[config.mk]
export PLATFORM = sky130hd
export DESIGN_NAME = arm_hazard_ctrl
export DESIGN_NICKNAME = d
export VERILOG_FILES = /design/src/rtl/arm_pipe_pkg.sv /design/src/rtl/arm_hazard_match.sv /design/src/rtl/arm_hazard_ctrl.sv
export SDC_FILE = /design/constraint.sdc
export NUM_CORES = 1
export LEC_CHECK = 0
export CORE_ASPECT_RATIO = 1.25
export CORE_UTILIZATION = 40
export DETAILED_ROUTE_END_ITERATION = 7
export HOLD_SLACK_MARGIN = 0.03
export MAX_ROUTING_LAYER = met4
export PLACE_DENSITY = 0.73
export SLEW_MARGIN = 5
export SYNTH_ARGS = -nofsm -noshare
export SYNTH_HDL_FRONTEND = slang
export SYNTH_SLANG_ARGS = --single-unit
[constraint.sdc]
create_clock -name clk -period 2.1 [get_ports clk]
set_input_delay 0.42 -clock clk [delete_from_list [all_inputs] [get_ports clk]]
set_output_delay 0.42 -clock clk [all_outputs]
set_load 0.02 [all_outputs]
[src/rtl/arm_pipe_pkg.sv]
// Shared types for the LEGv8 hazard controller: forwarding selects,
// the zero-register index and the shadow-stage record.
package arm_pipe_pkg;

    typedef enum logic [1:0] {
        FWD_RF  = 2'b00,
        FWD_WB  = 2'b01,
        FWD_MEM = 2'b10
    } fwd_sel_e;

    localparam int unsigned ZERO_REG_IDX = 31;

    typedef struct packed {
        logic       valid;
        logic [4:0] rd;
        logic       reg_write;
        logic       mem_read;
        logic [4:0] rn;
        logic [4:0] rm;
        logic       use_rn;
        logic       use_rm;
    } stage_info_t;

endpackage

[src/rtl/arm_hazard_match.sv]
// Combinational "this shadow stage writes register r" compare.
// XZR writes never count as a producer.
module arm_hazard_match
    import arm_pipe_pkg::*;
#(
    parameter int unsigned ZERO_REG = ZERO_REG_IDX
) (
    input  logic       valid,
    input  logic       reg_write,
    input  logic [4:0] rd,
    input  logic [4:0] r,
    output logic       hit
);

    localparam logic [4:0] ZR = 5'(ZERO_REG);

    assign hit = valid & reg_write & (rd == r) & (r != ZR);

endmodule

[src/rtl/arm_hazard_ctrl.sv]
// Hazard/flush controller with EX/MEM/WB shadow scoreboard.
// HAZARD_FWD_EN selects forwarding + 1-cycle load-use stall.
module arm_hazard_ctrl
    import arm_pipe_pkg::*;
#(
    parameter int unsigned CNT_W    = 16,
    parameter int unsigned ZERO_REG = ZERO_REG_IDX
) (
    input  logic             clk,
    input  logic             pc_reset_n,
    input  logic [4:0]       id_rn,
    input  logic [4:0]       id_rm,
    input  logic             id_use_rn,
    input  logic             id_use_rm,
    input  logic [4:0]       id_rd,
    input  logic             id_reg_write,
    input  logic             id_mem_read,
    input  logic             id_valid,
    input  logic             mem_branch_taken,
    output logic             pc_write_en,
    output logic             ifid_write_en,
    output logic             ifid_flush,
    output logic             idex_bubble,
    output logic             exmem_flush,
    output logic [1:0]       fwd_a,
    output logic [1:0]       fwd_b,
    output logic [CNT_W-1:0] stall_cnt,
    output logic [CNT_W-1:0] flush_cnt
);

    stage_info_t      ex_q, mem_q, wb_q;
    stage_info_t      ex_d, mem_d, wb_d, id_info;
    logic [CNT_W-1:0] stall_cnt_q, stall_cnt_d;
    logic [CNT_W-1:0] flush_cnt_q, flush_cnt_d;
    logic             stall, flush;
    logic             ex_rn_hit, ex_rm_hit;
    logic             unused_bits;

    assign unused_bits = ^{ex_q, mem_q, wb_q};

    arm_hazard_match #(.ZERO_REG(ZERO_REG)) u_ex_rn (
        .valid(ex_q.valid), .reg_write(ex_q.reg_write),
        .rd(ex_q.rd), .r(id_rn), .hit(ex_rn_hit));
    arm_hazard_match #(.ZERO_REG(ZERO_REG)) u_ex_rm (
        .valid(ex_q.valid), .reg_write(ex_q.reg_write),
        .rd(ex_q.rd), .r(id_rm), .hit(ex_rm_hit));

`ifdef HAZARD_FWD_EN
    logic mem_a_hit, mem_b_hit, wb_a_hit, wb_b_hit;

    arm_hazard_match #(.ZERO_REG(ZERO_REG)) u_mem_a (
        .valid(mem_q.valid), .reg_write(mem_q.reg_write),
        .rd(mem_q.rd), .r(ex_q.rn), .hit(mem_a_hit));
    arm_hazard_match #(.ZERO_REG(ZERO_REG)) u_mem_b (
        .valid(mem_q.valid), .reg_write(mem_q.reg_write),
        .rd(mem_q.rd), .r(ex_q.rm), .hit(mem_b_hit));
    arm_hazard_match #(.ZERO_REG(ZERO_REG)) u_wb_a (
        .valid(wb_q.valid), .reg_write(wb_q.reg_write),
        .rd(wb_q.rd), .r(ex_q.rn), .hit(wb_a_hit));
    arm_hazard_match #(.ZERO_REG(ZERO_REG)) u_wb_b (
        .valid(wb_q.valid), .reg_write(wb_q.reg_write),
        .rd(wb_q.rd), .r(ex_q.rm), .hit(wb_b_hit));

    // A load in MEM only has its address, so it cannot forward from there.
    function automatic fwd_sel_e pick_fwd(logic en, logic mem_hit,
                                          logic mem_ld, logic wb_hit);
        pick_fwd = FWD_RF;
        if (en && mem_hit && !mem_ld) begin
            pick_fwd = FWD_MEM;
        end else if (en && wb_hit) begin
            pick_fwd = FWD_WB;
        end
    endfunction

    assign stall = id_valid & ex_q.mem_read &
                   ((id_use_rn & ex_rn_hit) | (id_use_rm & ex_rm_hit));
    assign fwd_a = pick_fwd(ex_q.valid & ex_q.use_rn, mem_a_hit,
                            mem_q.mem_read, wb_a_hit);
    assign fwd_b = pick_fwd(ex_q.valid & ex_q.use_rm, mem_b_hit,
                            mem_q.mem_read, wb_b_hit);
`else
    logic mem_rn_hit, mem_rm_hit, wb_rn_hit, wb_rm_hit;

    arm_hazard_match #(.ZERO_REG(ZERO_REG)) u_mem_rn (
        .valid(mem_q.valid), .reg_write(mem_q.reg_write),
        .rd(mem_q.rd), .r(id_rn), .hit(mem_rn_hit));
    arm_hazard_match #(.ZERO_REG(ZERO_REG)) u_mem_rm (
        .valid(mem_q.valid), .reg_write(mem_q.reg_write),
        .rd(mem_q.rd), .r(id_rm), .hit(mem_rm_hit));
    arm_hazard_match #(.ZERO_REG(ZERO_REG)) u_wb_rn (
        .valid(wb_q.valid), .reg_write(wb_q.reg_write),
        .rd(wb_q.rd), .r(id_rn), .hit(wb_rn_hit));
    arm_hazard_match #(.ZERO_REG(ZERO_REG)) u_wb_rm (
        .valid(wb_q.valid), .reg_write(wb_q.reg_write),
        .rd(wb_q.rd), .r(id_rm), .hit(wb_rm_hit));

    // No write-through in the register bank, so WB producers stall too.
    assign stall = id_valid &
                   ((id_use_rn & (ex_rn_hit | mem_rn_hit | wb_rn_hit)) |
                    (id_use_rm & (ex_rm_hit | mem_rm_hit | wb_rm_hit)));
    assign fwd_a = FWD_RF;
    assign fwd_b = FWD_RF;
`endif

    assign flush = mem_branch_taken;

    always_comb begin
        id_info           = '0;
        id_info.valid     = id_valid;
        id_info.rd        = id_rd;
        id_info.reg_write = id_reg_write;
        id_info.mem_read  = id_mem_read;
        id_info.rn        = id_rn;
        id_info.rm        = id_rm;
        id_info.use_rn    = id_use_rn;
        id_info.use_rm    = id_use_rm;

        ex_d  = id_info;
        mem_d = ex_q;
        wb_d  = mem_q;
        if (flush) begin
            ex_d  = '0;
            mem_d = '0;
        end else if (stall) begin
            ex_d = '0;
        end

        stall_cnt_d = stall_cnt_q;
        flush_cnt_d = flush_cnt_q;
        if (stall && !flush && stall_cnt_q != '1) begin
            stall_cnt_d = stall_cnt_q + 1'b1;
        end
        if (flush && flush_cnt_q != '1) begin
            flush_cnt_d = flush_cnt_q + 1'b1;
        end
    end

    always_ff @(posedge clk or negedge pc_reset_n) begin
        if (!pc_reset_n) begin
            ex_q        <= '0;
            mem_q       <= '0;
            wb_q        <= '0;
            stall_cnt_q <= '0;
            flush_cnt_q <= '0;
        end else begin
            ex_q        <= ex_d;
            mem_q       <= mem_d;
            wb_q        <= wb_d;
            stall_cnt_q <= stall_cnt_d;
            flush_cnt_q <= flush_cnt_d;
        end
    end

    assign pc_write_en   = flush | ~stall;
    assign ifid_write_en = flush | ~stall;
    assign ifid_flush    = flush;
    assign idex_bubble   = flush | stall;
    assign exmem_flush   = flush;
    assign stall_cnt     = stall_cnt_q;
    assign flush_cnt     = flush_cnt_q;

endmodule

==> results.cfg <==
[status]
outcome = finished with violations
violations = setup timing

[detailed_routing]
first_iter_violations = 69
vias = 2046
vias_per_cell = 4.77
routed_wl_um = 5710
drcViolationCount = 0
drt.antenna.violating_nets = 0
first_pass_iters = 4
routedWlPerCell_um = 13.3

[floorplan]
core_sq_um = 6210
dieArea_sq_um = 6750
dieWidth_um = 73.7
die_h_um = 91.6
initial_utilization_pct = 41.4
io_pins = 64
core.rowCount = 32

[global_route]
grt_max_degree = 54
grt_overflow = 0
grt_first_pass_wirelength_um = 9580
grt.total_usage_pct = 19.0
grt_antenna_before_repair = 0
grt_pass1_vias = 2108

[worst_setup_path]
slowest_stage = nor4_1
end_kind = output port
crit_type = input pin to output port
critPathMaxStageDelay_ps = 310
path_cells = clkdlybuf4s15_1 > buf_4 > xor2_1 > nor4_1 > nand4_1 > a31oi_2 > or2_4 > buf_6 > nand2_4 > buf_6
crit_fanout = 3
required_ps = 1680
critPathLaunchType = input pin
crit_top_cell = buf_6
cp.arrival_ps = 2040

[final_layout]
fin_nets = 368
area_growth_pct = 46.5
fin_util_pct = 60.7
drive_gt1_share_pct = 23.5
num_antenna_cells = 0

[yosys]
synth_warnings = 0
synth_cell_types = 34
synth_most_common_cell = dfrtp_1
ys_seq_area_share_pct = 51.6
synthArstFlopShare_pct = 100
netlist_area_sq_um = 2570
ys_top_cells_by_count = dfrtp_1, xnor2_1, xor2_1, nand2_1, nand3_1
yosysTopAreaCell = dfrtp_1
ys_ff_latch = 53
synthCells = 239
avgSynthCellArea_sq_um = 10.8
synth.top_cell.area_share_pct = 51.6
synth_edf_count = 0
synth_flop_cell = dfrtp_1
synth_area_leaders = dfrtp_1, xnor2_1, xor2_1

[sta]
rsz0062_at_grt = true
max_freq_ghz = 0.406
setup_ws_ps = -360
slew_viol_final = 0
fin_skew_ps = 7.19
hold_viol = 0
min_period_ps = 2460
fin_crit_sh_pct = 117
fin_setup_tns_ps = -2170
setup_viol = 15

[clocking]
htree_levels = 2
holdBufCountCts = 0
cts_tree = done
clkSlewWorstSetupHoldPaths_ps = 90
cts.path.max_buffers = 2
clockRootBuffer = clkbuf_8
clk_latency_ps = 300
numCtsBuffers = 5
numClockSinks = 53

[power]
pwr-share-comb_pct = 23.4
ir_drop_uv = 563
pwr-share-clk_pct = 24.6
swShare_pct = 30.2
power_switching_w = 0.000699
seqPwrFrac_pct = 52.0
p_per_area_nw_per_um2 = 615
leakagePower_nw = 1.74
p_int_w = 0.00162

[min_path]
min_path_type = input pin to async pin

[placed_design]
dp_hpwl_um = 4230
portBuffers = 58
place.gp.congestion = 0.782

[flow_run]
cap_violations = 0
[registers in the layout, indices dropped and copies added, names as in the netlist]
signal	flops
flush_cnt	16
wb_q	7
mem_q	7
ex_q	7
stall_cnt	16
[power by group through the flow]
stage | Clock [W] | Sequential (W) | Combinational (W)
4_1_cts | 0.000588 | 0.00121 | 0.000549
6_report | 0.000571 | 0.00120 | 0.000541
3_3_place_gp | 0 | 0.00122 | 0.000533
2_1_floorplan | 0 | 0.00129 | 0.000174
5_1_grt | 0.000632 | 0.00122 | 0.000589
3_5_place_dp | 0 | 0.00122 | 0.000545
[cell usage in the layout (no fill, tap or decap), types with 2 or more instances in the layout]
cell type | netlist | routed
nand2_1 | 21 | 18
ha_1 | 2 | 2
and3_1 | 5 | 4
nand3_2 | 0 | 2
clkdlybuf4s15_1 | 0 | 3
nor2_1 | 9 | 8
and4_1 | 2 | 2
dfrtp_1 | 53 | 53
dlygate4sd2_1 | 0 | 5
inv_1 | 8 | 7
buf_4 | 8 | 40
nor4_1 | 5 | 4
clkbuf_8 | 0 | 5
and2_1 | 8 | 8
xor2_1 | 26 | 26
conb_1 | 1 | 4
nor2b_1 | 10 | 10
nand4_1 | 11 | 11
clkdlybuf4s50_1 | 0 | 43
nand3_1 | 17 | 14
a31oi_2 | 1 | 2
nor3_1 | 3 | 3
mux2_2 | 2 | 2
buf_6 | 0 | 5
nand2_2 | 0 | 2
xnor2_1 | 30 | 29
clkdlybuf4s15_2 | 0 | 2
[cells by family after synthesis]
family / share of synthesized area [%]
AOI/OAI and AO/OA: 3.31
other: 0.146
muxes: 0.876
buffers and inverters: 3.65
adders and majority gates: 0.973
and+or+nand+nor: 20.4
xor gates and xnor gates: 19.1
DFF: 51.6
[timing repair]
action / 4_1_cts / 5_1_grt
setup buffers: 5 / 0
resized for setup: 48 / 9
hold endpoints to repair: 0 / 0
cloned: 1 / 0
setup endpoints to repair: 26 / 21
pin swaps: 19 / 4
[area by class of cell]
| class | instances | area [sq um] |
|---|---|---|
| multi-input cells | 172 | 1250 |
| flip-flops and latches | 53 | 1330 |
| inverters | 8 | 30.0 |
| clock buffers | 6 | 72.6 |
| repair buffers | 103 | 968 |
| fillers | 505 | 2440 |
| well taps | 85 | 106 |
| clock inverters | 2 | 13.8 |
[critical path: cells and delay by family]
kind / cells / cell delay, ps
and+or+nand+nor: 4 / 670
AOI/OAI and AO/OA: 1 / 190
xor gates and xnor gates: 1 / 140
buffers and inverters: 4 / 620
[path summary, 6_finish.rpt]
path / startpoint / endpoint / slack [ps] / depth (start not counted)
worst max-delay path: id_rm[2] / pc_write_en / -360 / 10
worst min-delay path: pc_reset_n / stall_cnt[14] / 80 / 2
worst max register to register: wb_q[16] / stall_cnt[4] / -130 / 10
worst min register to register: mem_q[13] / wb_q[13] / 390 / 0
max in group asynchronous: pc_reset_n / wb_q[14] / 1760 / 2
min in group clk: mem_q[13] / wb_q[13] / 390 / 0
[layer usage]
| metal | track usage (%) | wire length [um] | up-vias |
|---|---|---|---|
| met5 | - | 0 | - |
| met4 | 5.45 | 95 | 0 |
| met3 | 3.41 | 242 | 9 |
| met2 | 31.9 | 2950 | 52 |
| met1 | 23.2 | 2430 | 985 |
| li1 | - | - | 1000 |
[stage by stage]
stage	instances	power [W]	instance area [sq um]	hold WS [ps]	setup WS [ps]
after floorplan	242	0.00146	2600	124	3.11
after global placement	417	0.00176	3530	357	-1140
after detailed placement	417	0.00177	3530	360	-1140
after CTS	429	0.00234	3730	100	-347
after global routing	429	0.00244	3770	98.4	-473
final	429	0.00232	3770	84.3	-360
No activity file was read; power rests on OpenSTA's default activity.
